<file path="config.mk">
export PLATFORM = sky130hd
export DESIGN_NAME = bus_matrix
export DESIGN_NICKNAME = d
export VERILOG_FILES = /design/src/rtl/bus_matrix.sv
export SDC_FILE = /design/constraint.sdc
export NUM_CORES = 1
export LEC_CHECK = 0
export CAP_MARGIN = 25
export CORE_AREA = 2 2 247 249
export DETAILED_ROUTE_END_ITERATION = 8
export DIE_AREA = 0 0 249 251
export GPL_ROUTABILITY_DRIVEN = 0
export SETUP_SLACK_MARGIN = 0.15
export SLEW_MARGIN = 0
export SYNTH_ARGS = -nofsm -noshare
export SYNTH_HDL_FRONTEND = slang
export SYNTH_SLANG_ARGS = --single-unit
</file>
<file path="constraint.sdc">
create_clock -name clk -period 3.3 [get_ports clk]
set_clock_uncertainty 0.1 [all_clocks]
set_input_delay 0.33 -clock clk [delete_from_list [all_inputs] [get_ports clk]]
set_output_delay 0.33 -clock clk [all_outputs]
set_load 0.02 [all_outputs]
</file>
<file path="src/rtl/bus_matrix.sv">
// bus_matrix: N-master / M-slave shared bus with round-robin arbitration and
// direct owner-to-owner handover. Define BUS_TIMEOUT_EN to add the slave-wait timeout.
module bus_matrix #(
    parameter int NUM_MASTERS    = 4,
    parameter int NUM_SLAVES     = 8,
    parameter int ADDR_W         = 30,
    parameter int DATA_W         = 32,
    parameter int SEL_W          = 3,
    parameter int OWN_W          = 2,
    parameter int TIMEOUT_CYCLES = 256
) (
    input  logic                          clk,
    input  logic                          reset,
    input  logic [NUM_MASTERS-1:0]        mReq_,
    output logic [NUM_MASTERS-1:0]        mGrnt_,
    input  logic [NUM_MASTERS*ADDR_W-1:0] mAddr,
    input  logic [NUM_MASTERS-1:0]        mAs_,
    input  logic [NUM_MASTERS-1:0]        mRW,
    input  logic [NUM_MASTERS*DATA_W-1:0] mWrData,
    output logic [DATA_W-1:0]             mRdData,
    output logic                          mRdy_,
    output logic [ADDR_W-1:0]             sAddr,
    output logic                          sAs_,
    output logic                          sRW,
    output logic [DATA_W-1:0]             sWrData,
    output logic [NUM_SLAVES-1:0]         sCS_,
    input  logic [NUM_SLAVES*DATA_W-1:0]  sRdData,
    input  logic [NUM_SLAVES-1:0]         sRdy_,
    output logic [OWN_W-1:0]              owner,
    output logic                          busy,
    output logic                          busErr
);
    localparam int OWNERS = 1 << OWN_W;
    localparam int SLOTS  = 1 << SEL_W;
    localparam logic [OWN_W:0] NM = (OWN_W+1)'(NUM_MASTERS);
    localparam logic [SEL_W:0] NS = (SEL_W+1)'(NUM_SLAVES);

    typedef enum logic {IDLE, OWNED} state_t;

    state_t                 state, state_d;
    logic [OWN_W-1:0]       owner_q, owner_d, last_q, last_d;
    logic [NUM_MASTERS-1:0] grant_q, grant_d;

    // Padded per-master / per-slave views so a full-width index never runs off the end.
    logic [OWNERS-1:0] req_n, as_n, rw;
    logic [ADDR_W-1:0] addr_tab  [OWNERS];
    logic [DATA_W-1:0] wdata_tab [OWNERS];
    logic [DATA_W-1:0] rdata_tab [SLOTS];
    logic [SLOTS-1:0]  rdy_n_tab;

    for (genvar i = 0; i < OWNERS; i++) begin : g_mst
        if (i < NUM_MASTERS) begin : g_real
            assign req_n[i]     = mReq_[i];
            assign as_n[i]      = mAs_[i];
            assign rw[i]        = mRW[i];
            assign addr_tab[i]  = mAddr[i*ADDR_W +: ADDR_W];
            assign wdata_tab[i] = mWrData[i*DATA_W +: DATA_W];
        end else begin : g_pad
            assign req_n[i]     = 1'b1;
            assign as_n[i]      = 1'b1;
            assign rw[i]        = 1'b1;
            assign addr_tab[i]  = '0;
            assign wdata_tab[i] = '0;
        end
    end

    for (genvar j = 0; j < SLOTS; j++) begin : g_slv
        if (j < NUM_SLAVES) begin : g_real
            assign rdata_tab[j] = sRdData[j*DATA_W +: DATA_W];
            assign rdy_n_tab[j] = sRdy_[j];
        end else begin : g_pad
            assign rdata_tab[j] = '0;
            assign rdy_n_tab[j] = 1'b1;
        end
    end

    // Round-robin search: while owned, start just past the current owner (it becomes
    // lastOwner at the handover edge) and skip it; when idle, start past lastOwner.
    logic             win_found;
    logic [OWN_W-1:0] win_idx, base;
    logic [OWN_W:0]   cand;

    always_comb begin
        win_found = 1'b0;
        win_idx   = '0;
        cand      = '0;
        base      = (state == OWNED) ? owner_q : last_q;
        for (int k = 1; k <= NUM_MASTERS; k++) begin
            cand = {1'b0, base} + (OWN_W+1)'(k);
            if (cand >= NM) cand = cand - NM;
            if (!win_found && !req_n[cand[OWN_W-1:0]] &&
                !(state == OWNED && cand[OWN_W-1:0] == owner_q)) begin
                win_found = 1'b1;
                win_idx   = cand[OWN_W-1:0];
            end
        end
    end

    always_comb begin
        state_d = state;
        owner_d = owner_q;
        last_d  = last_q;
        case (state)
            IDLE: begin
                if (win_found) begin
                    state_d = OWNED;
                    owner_d = win_idx;
                end
            end
            OWNED: begin
                if (req_n[owner_q]) begin
                    last_d = owner_q;
                    if (win_found) begin
                        owner_d = win_idx;
                    end else begin
                        state_d = IDLE;
                        owner_d = '0;
                    end
                end
            end
            default: state_d = IDLE;
        endcase
        grant_d = '1;
        for (int i = 0; i < NUM_MASTERS; i++)
            if (state_d == OWNED && owner_d == OWN_W'(i)) grant_d[i] = 1'b0;
    end

    always_ff @(posedge clk or posedge reset) begin
        if (reset) begin
            state   <= IDLE;
            owner_q <= '0;
            last_q  <= OWN_W'(NUM_MASTERS - 1);
            grant_q <= '1;
        end else begin
            state   <= state_d;
            owner_q <= owner_d;
            last_q  <= last_d;
            grant_q <= grant_d;
        end
    end

    assign mGrnt_ = grant_q;
    assign owner  = owner_q;
    assign busy   = (state == OWNED);

    assign sAddr   = busy ? addr_tab[owner_q]  : '0;
    assign sAs_    = busy ? as_n[owner_q]      : 1'b1;
    assign sRW     = busy ? rw[owner_q]        : 1'b1;
    assign sWrData = busy ? wdata_tab[owner_q] : '0;

    logic [SEL_W-1:0]  idx;
    logic              mapped;
    logic [DATA_W-1:0] sel_data;
    logic              sel_rdy_n;

    assign idx    = sAddr[ADDR_W-1 -: SEL_W];
    assign mapped = ({1'b0, idx} < NS);

    for (genvar i = 0; i < NUM_SLAVES; i++) begin : g_cs
        assign sCS_[i] = !(busy && !sAs_ && idx == SEL_W'(i));
    end

    assign sel_data  = (busy && mapped) ? rdata_tab[idx] : '0;
    assign sel_rdy_n = (busy && mapped) ? rdy_n_tab[idx] : 1'b1;

`ifdef BUS_TIMEOUT_EN
    localparam int CNT_W = (TIMEOUT_CYCLES > 1) ? $clog2(TIMEOUT_CYCLES) : 1;
    localparam logic [CNT_W-1:0] LIMIT = CNT_W'(TIMEOUT_CYCLES - 1);

    logic [CNT_W-1:0] wait_cnt;
    logic             err_q;
    logic             owner_chg;

    assign owner_chg = (state_d != state) || (owner_d != owner_q);

    // err_q is the one-cycle forced-ready slot; it also restarts the count.
    always_ff @(posedge clk or posedge reset) begin
        if (reset) begin
            wait_cnt <= '0;
            err_q    <= 1'b0;
        end else if (owner_chg || !busy || sAs_ || !sel_rdy_n || err_q) begin
            wait_cnt <= '0;
            err_q    <= 1'b0;
        end else if (wait_cnt == LIMIT) begin
            wait_cnt <= '0;
            err_q    <= 1'b1;
        end else begin
            wait_cnt <= wait_cnt + CNT_W'(1);
            err_q    <= 1'b0;
        end
    end

    assign mRdy_   = sel_rdy_n & ~err_q;
    assign mRdData = err_q ? '1 : sel_data;
    assign busErr  = err_q;
`else
    assign mRdy_   = sel_rdy_n;
    assign mRdData = sel_data;
    assign busErr  = 1'b0;
`endif

endmodule

</file>
Word-level counts from Yosys, hierarchy flattened

Cells that the tools add are included.

Add/subtract/negate cells: 8
Multipliers: 0
Div/mod/pow operators: 0
$lt $le $gt $ge: 12
Equal/unequal tests: 14
Shift operators: 0
Mux-type cells: 55
Bitwise gates (word level): 3
Reductions and logical operators: 47

Operator list:

| kind                                                                         | count |
|---|---|
| 32-bit 2-to-1 mux                                                            | 6 |
| 32-bit binary-select mux with 3-bit select                                   | 1 |
| 30-bit 2-to-1 mux                                                            | 3 |
| 32-bit binary-select mux with 2-bit select                                   | 1 |
| 30-bit binary-select mux with 2-bit select                                   | 1 |
| 1-bit logical AND                                                            | 24 |
| 2-bit 2-to-1 mux                                                             | 12 |
| 1-bit 2-to-1 mux                                                             | 21 |
| 1-bit zero test                                                              | 20 |
| 3-bit >= comparator, second input constant                                   | 5 |
| 2-bit by 3-bit less-than comparator with 1-bit output, second input constant | 5 |
| 1-bit binary-select mux with 2-bit select                                    | 7 |
| 3-bit equality test, second input constant                                   | 4 |
| 2-bit equality test                                                          | 4 |
| 2-bit by 1-bit subtractor with 2-bit output, second input constant           | 4 |
| 2-bit by 2-bit adder with 3-bit output, second input constant                | 2 |
| 3-bit by 2-bit equality test with 1-bit output, second input constant        | 2 |
| 2-bit equality test, second input constant                                   | 2 |
| 4-bit >= comparator, second input constant                                   | 1 |
| 3-bit by 4-bit less-than comparator with 1-bit output, second input constant | 1 |
| 3-bit NOT with 4-bit output                                                  | 1 |
| 2-bit case mux with 2 select lines                                           | 1 |
| 2-bit by 1-bit adder with 3-bit output, second input constant                | 1 |
| 2-bit by 3-bit adder with 3-bit output, second input constant                | 1 |
| other kinds (9)                                                              | 9 |

Bits in registers: 9
Latch bits: 0
Bits in writable memories: 0
ROM bits: 0
Bits of input ports: 526
Output and inout bits: 113
Word-level logic and storage cells: 143
Memories kept: 0

Depth between registers and ports, before layout

Gate-level depths: netlist of run 1.

Depth in word-level cells: 27
Depth in mapped cells: 10
Mapped depth without buffers: 7

Worst setup path after synthesis of run 1

Ideal clock, no wire load.

Path kind: reg-to-output
Start point: reg owner_q[0] (netlist: owner[0])
End point: out mRdData[17]
Arrival: 2.644 ns
Required time: 2.870 ns
Slack: 0.226 ns
Cell stages (with the launch flop): 8
Path buffers: 2
Cell sequence: dfrtp_1 > buf_6 > mux4_2 > and2_1 > nand2_1 > buf_2 > o22ai_1 > o41ai_1

Word-level cells in the longest chain between the ends: 10

RTL lines:

| element                                              | line | source |
|---|---|---|
| from (decl)                                          | 41   | `logic [OWN_W-1:0] owner_q, owner_d, last_q, last_d;` |
| from (signal assigned)                               | 136  | `owner_q <= owner_d;` |
| 2-bit NOT with 3-bit output (implied by the code)    | 146  | `assign sAddr = busy ? addr_tab[owner_q] : '0;` |
| 30-bit binary-select mux with 2-bit select           | 146  |  |
| 30-bit 2-to-1 mux (implied by the code) (2 in a row) | 146  |  |
| 30-bit 2-to-1 mux                                    | 146  |  |
| via sAddr[28]                                        | 22   | `output logic [ADDR_W-1:0] sAddr,` |
| 3-bit NOT with 4-bit output (implied by the code)    | 163  | `assign sel_data = (busy && mapped) ? rdata_tab[idx] : '0;` |
| 32-bit binary-select mux with 3-bit select           | 163  |  |
| 32-bit 2-to-1 mux (implied by the code) (2 in a row) | 163  |  |
| 32-bit 2-to-1 mux                                    | 163  |  |
| to (decl)                                            | 20   | `output logic [DATA_W-1:0] mRdData,` |

The timed path passes the listed nets, and every way through them passes these cells. The select of a mux whose other input is x is not followed.

Final worst setup path of run 1

Start point: reg owner_q[0] (netlist: owner[0])
End point: out mRdData[3]

Word-level cells in the longest chain between the ends: 10

RTL lines:

| element                                              | line |
|---|---|
| 2-bit NOT with 3-bit output (implied by the code)    | 146 |
| 30-bit binary-select mux with 2-bit select           | 146 |
| 30-bit 2-to-1 mux (implied by the code) (2 in a row) | 146 |
| 30-bit 2-to-1 mux                                    | 146 |
| 3-bit NOT with 4-bit output (implied by the code)    | 163 |
| 32-bit binary-select mux with 3-bit select           | 163 |
| 32-bit 2-to-1 mux (implied by the code) (2 in a row) | 163 |
| 32-bit 2-to-1 mux                                    | 163 |

No other way between the ends. The select of a mux whose other input is x is not followed.

==> results by stage, run 1 <==
Run status:
- The run finished with clean final reports.

Worst setup path:
- On the worst path, the slowest cell contributes a delay of 0.72 ns.
- At the worst endpoint, the arrival time is 2.78 ns.
- The worst setup path is captured at a primary output.
- The worst path buffer plus inverter count is 5.
- The kind of start point of the critical path is a register.
- Along the worst path, the maximum fanout reaches 5.
- The critical path goes through mux4_4 > buf_12 > nor2_4 > nor2_4 > buf_12 > buf_4 > o22ai_1 > a211o_4 > o41ai_2 > buf_4 > buf_12.
- The worst setup path is of the register to primary output kind.
- The most numerous cell on the critical path is sky130_fd_sc_hd__buf_12.
- In this design, the largest share of critical-path delay is due to buffers and inverters.
- For the worst setup path, the data required time is 2.87 ns.
- Across all register-to-register paths, the minimum setup slack is 0.50 ns.
- On the critical path, the stage with the largest delay is an instance of sky130_fd_sc_hd__mux4_4.

Yosys:
- Yosys mapped a number of flops with a built-in enable equal to 0.
- The average footprint of a synthesized cell is about 8.4 sq um.
- The number of warnings issued by yosys is 0.
- The leading register cell type out of synthesis is sky130_fd_sc_hd__dfstp_2.
- The register area share after synthesis is 0.0511.
- The cell count after synthesis is roughly 540.
- The post-synthesis instance area is 4550 sq um.
- Counting flops and latches in the post-synthesis netlist gives 9.
- The net count after synthesis is 1,068.
- Counting distinct cell types in the post-synthesis netlist gives 46.
- Counting flops with an async set or reset pin after synthesis yields a share of 1.00.

Power:
- Power spread over the standard cell area amounts to 879 nW/um^2.
- The post-route total power is 11.8 mW.
- For this design the static power due to leakage is 4.77 nW.
- The worst-case IR drop observed on VDD is 0.269 mV.

Die:
- The floorplan step defined a die boundary enclosing 62,500 sq um.
- Measured along the x axis, the die boundary spans 249 um.
- The number of ports placed on the die boundary is about 640.
- The die outline height is about 250 um.
- The effective utilization at floorplan is 0.0761.
- After floorplanning, the core was divided into 90 placement rows.
- The region available for standard cell placement spans 59,800 sq um.

CTS:
- The later pin in the worst-skew pair is clocked with a latency of 0.23 ns.
- The number of sinks driven by the clock tree is 9.
- The number of buffers added by the clock tree synthesis step is 3.
- Hold repair after CTS inserted 0 buffers.
- TritonCTS built the clock tree.
- After clock tree synthesis, the clock-pin slew on the worst setup and hold paths is roughly 0.040 ns.
- CTS built an H-tree with a depth of 1.
- The library cell used as clock root buffer is sky130_fd_sc_hd__clkbuf_16.
- The maximum number of buffers from clock root to sink is 2.

STA:
- Summed over all failing endpoints, the final setup total negative slack is 0 ns.
- Setup repair after global routing could not meet its margin everywhere.
- The part of the cycle the worst path needs is 0.973.
- Setup violations remaining at the end of the flow were counted as 0.
- The fmax is 0.312 GHz.
- The number of hold violations in the final report is 0.
- The final-report max-slew violation count was 0.
- The smallest clock period supported by the final layout is computed as about 3.2 ns.

GRT:
- In the global route stage, overall resource usage came out at 0.159.
- The pin count of the biggest net entering global routing is 69.
- The final global-route overflow total is 0.
- The global-route wire length before repair is ~70 mm.
- The via count of the first global-routing pass is 8,695.
- The number of antenna violations at the first check in global routing is 45.

Cells and area:
- The library cells used most frequently in the layout, excluding fill and tap cells, are sky130_fd_sc_hd__clkdlybuf4s50_1 (590), sky130_fd_sc_hd__buf_4 (74), sky130_fd_sc_hd__mux4_2 (64).
- At the end of the flow the core is filled with cells to 0.224.
- After routing the design area is approximately 13,000 sq um.
- The share of layout cells above drive strength 1 is 0.255.
- After the last flow step, the layout net total stands at between 1,500 and 2,000.
- The most common cell after layout, fill and taps aside is sky130_fd_sc_hd__clkdlybuf4s50_1.
- The finished layout holds 2,018 standard cells, fillers aside.
- The area growth from synthesis to layout is 194%.

Drt:
- For this block, the via count after detailed routing is 8,136.
- The via density per instance is 4.03.
- For this block, the initial DRC count from the detailed router was 405.
- The routed length per placed instance is 26.4 um.
- After detailed routing, the number of remaining DRC violations is 0.
- The remaining number of nets flagged by the antenna check after routing is 0.
- The final layout contains routed wiring with a total length of about 53 mm.
- The first detailed-routing pass took 5 iterations.

Placed design:
- The cell area after placement is roughly 12,000 sq um.
- The detailed placer's ending HPWL is 46.7 mm.
- The instance count after placement with tap cells included is 1,963.
- The count of buffers added on input and output ports is 637.

Hold path:
- The tightest min-delay check is of the input pin to async pin type.

Flow run:
- Max-cap violations in this run came to 0.
-- cells by family (layout without fill, tap and decap cells) --
logic type | count (synthesis) | in the layout | share of synthesized area
compound gates | 201 | 201 | 0.293
buf+inv | 69 | 745 | 0.0660
flops | 9 | 9 | 0.0511
mux | 105 | 105 | 0.415
other cells | 1 | 19 | 0.000824
simple gates | 157 | 157 | 0.175
-- path summary, 6_finish.rpt --
kind | depth (start not counted) | start | end
max | 11 | owner[0] | mRdData[3]
min | 2 | reset | owner[0]
max reg2reg | 7 | busy | mGrnt_[1]
min reg2reg | 1 | last_q[1] | last_q[1]
max in group asynchronous | 2 | reset | last_q[1]
min in group clk | 1 | last_q[1] | last_q[1]
-- worst register-to-register path: stages (launching register included) --
cell	delay, ns
sky130_fd_sc_hd__dfrtp_4	0.46
sky130_fd_sc_hd__buf_4	0.35
sky130_fd_sc_hd__mux2i_1	0.41
sky130_fd_sc_hd__nand2_1	0.11
sky130_fd_sc_hd__a311oi_1	0.38
sky130_fd_sc_hd__a21boi_0	0.37
sky130_fd_sc_hd__o21ai_0	0.21
sky130_fd_sc_hd__a211o_1	0.34
-- synthesized netlist by cell type, types with 2 or more instances --
| cell | count | area, sq um |
|---|---|---|
| sky130_fd_sc_hd__o21ai_0 | 41 | 205 |
| sky130_fd_sc_hd__a211oi_1 | 3 | 22.5 |
| sky130_fd_sc_hd__mux2_2 | 11 | 124 |
| sky130_fd_sc_hd__nor2b_1 | 2 | 12.5 |
| sky130_fd_sc_hd__o21a_1 | 2 | 15.0 |
| sky130_fd_sc_hd__nand2b_1 | 5 | 31.3 |
| sky130_fd_sc_hd__a31oi_1 | 12 | 75.1 |
| sky130_fd_sc_hd__o41ai_1 | 16 | 140 |
| sky130_fd_sc_hd__dfrtp_1 | 3 | 75.1 |
| sky130_fd_sc_hd__a211o_1 | 9 | 78.8 |
| sky130_fd_sc_hd__o22ai_1 | 52 | 325 |
| sky130_fd_sc_hd__and3_1 | 2 | 12.5 |
| sky130_fd_sc_hd__mux4_2 | 65 | 1460 |
| sky130_fd_sc_hd__nand3_1 | 6 | 30.0 |
| sky130_fd_sc_hd__o221ai_1 | 17 | 149 |
| sky130_fd_sc_hd__a21o_1 | 3 | 22.5 |
| sky130_fd_sc_hd__nor2_1 | 25 | 93.8 |
| sky130_fd_sc_hd__clkbuf_1 | 35 | 131 |
| sky130_fd_sc_hd__buf_2 | 21 | 105 |
| sky130_fd_sc_hd__buf_4 | 2 | 15.0 |
| sky130_fd_sc_hd__inv_1 | 6 | 22.5 |
| sky130_fd_sc_hd__a21boi_0 | 2 | 15.0 |
| sky130_fd_sc_hd__a22oi_1 | 14 | 105 |
| sky130_fd_sc_hd__and2_1 | 60 | 375 |
| sky130_fd_sc_hd__nand2_1 | 50 | 188 |
| sky130_fd_sc_hd__a21oi_1 | 23 | 115 |
| sky130_fd_sc_hd__mux2i_1 | 27 | 270 |
| sky130_fd_sc_hd__buf_1 | 4 | 15.0 |
| sky130_fd_sc_hd__dfstp_2 | 6 | 158 |
| sky130_fd_sc_hd__mux2_4 | 2 | 30.0 |
-- per-stage QoR --
step                hold slack (ns)  setup WS [ns]
finish                        0.267         0.0898
global route                  0.300         0.0222
CTS                           0.274      0.0000508
detailed placement            0.520         -0.350
floorplan                    0.0536          0.226
global placement              0.513         -0.301
-- state kept, by name, indices dropped and copies added, names as in the netlist --
register / cells
busy: 1
owner: 2
mGrnt_: 4
last_q: 2
-- area by class of cell --
| type | count | area, sq um |
|---|---|---|
| antenna | 18 | 45.0 |
| clock buffer | 4 | 78.8 |
| fill | 6477 | 46400 |
| inverter | 6 | 22.5 |
| multi-input combinational | 464 | 4630 |
| sequential | 9 | 244 |
| tap | 782 | 978 |
| timing repair buffer | 735 | 7390 |
-- what timing repair did --
action | 4_1_cts | 5_1_grt
buffers inserted | 32 | 1
setup endpoints to repair | 81 | 56
pin swaps | 17 | 22
cloned | 2 | 0
resized for setup | 166 | 100
-- power breakdown --
part	internal (mW)	switching, mW	leakage, nW
clock network	0.161	0.0520	0.0383
logic	5.47	5.82	4.63
registers	0.192	0.0716	0.0945
-- metal layers --
layer,up-vias,share of wire,track usage
met2,526,0.53,0.302
met1,3896,0.35,0.163
li1,3572,-,-
met4,32,0.028,0.0533
met5,-,0.0038,0
met3,110,0.092,0.0540
No activity file was read; power rests on OpenSTA's default activity.
==> inputs of run 2 (changes only) <==
--- a/config.mk
+++ b/config.mk
@@ -5,6 +5,7 @@
 export SDC_FILE = /design/constraint.sdc
 export NUM_CORES = 1
 export LEC_CHECK = 0
+export ABC_AREA = 0
 export CAP_MARGIN = 25
 export CORE_AREA = 2 2 247 249
 export DETAILED_ROUTE_END_ITERATION = 8
==> results of run 2 <==
Same layout as run 1: the final DEF is identical, and so are final timing and power.
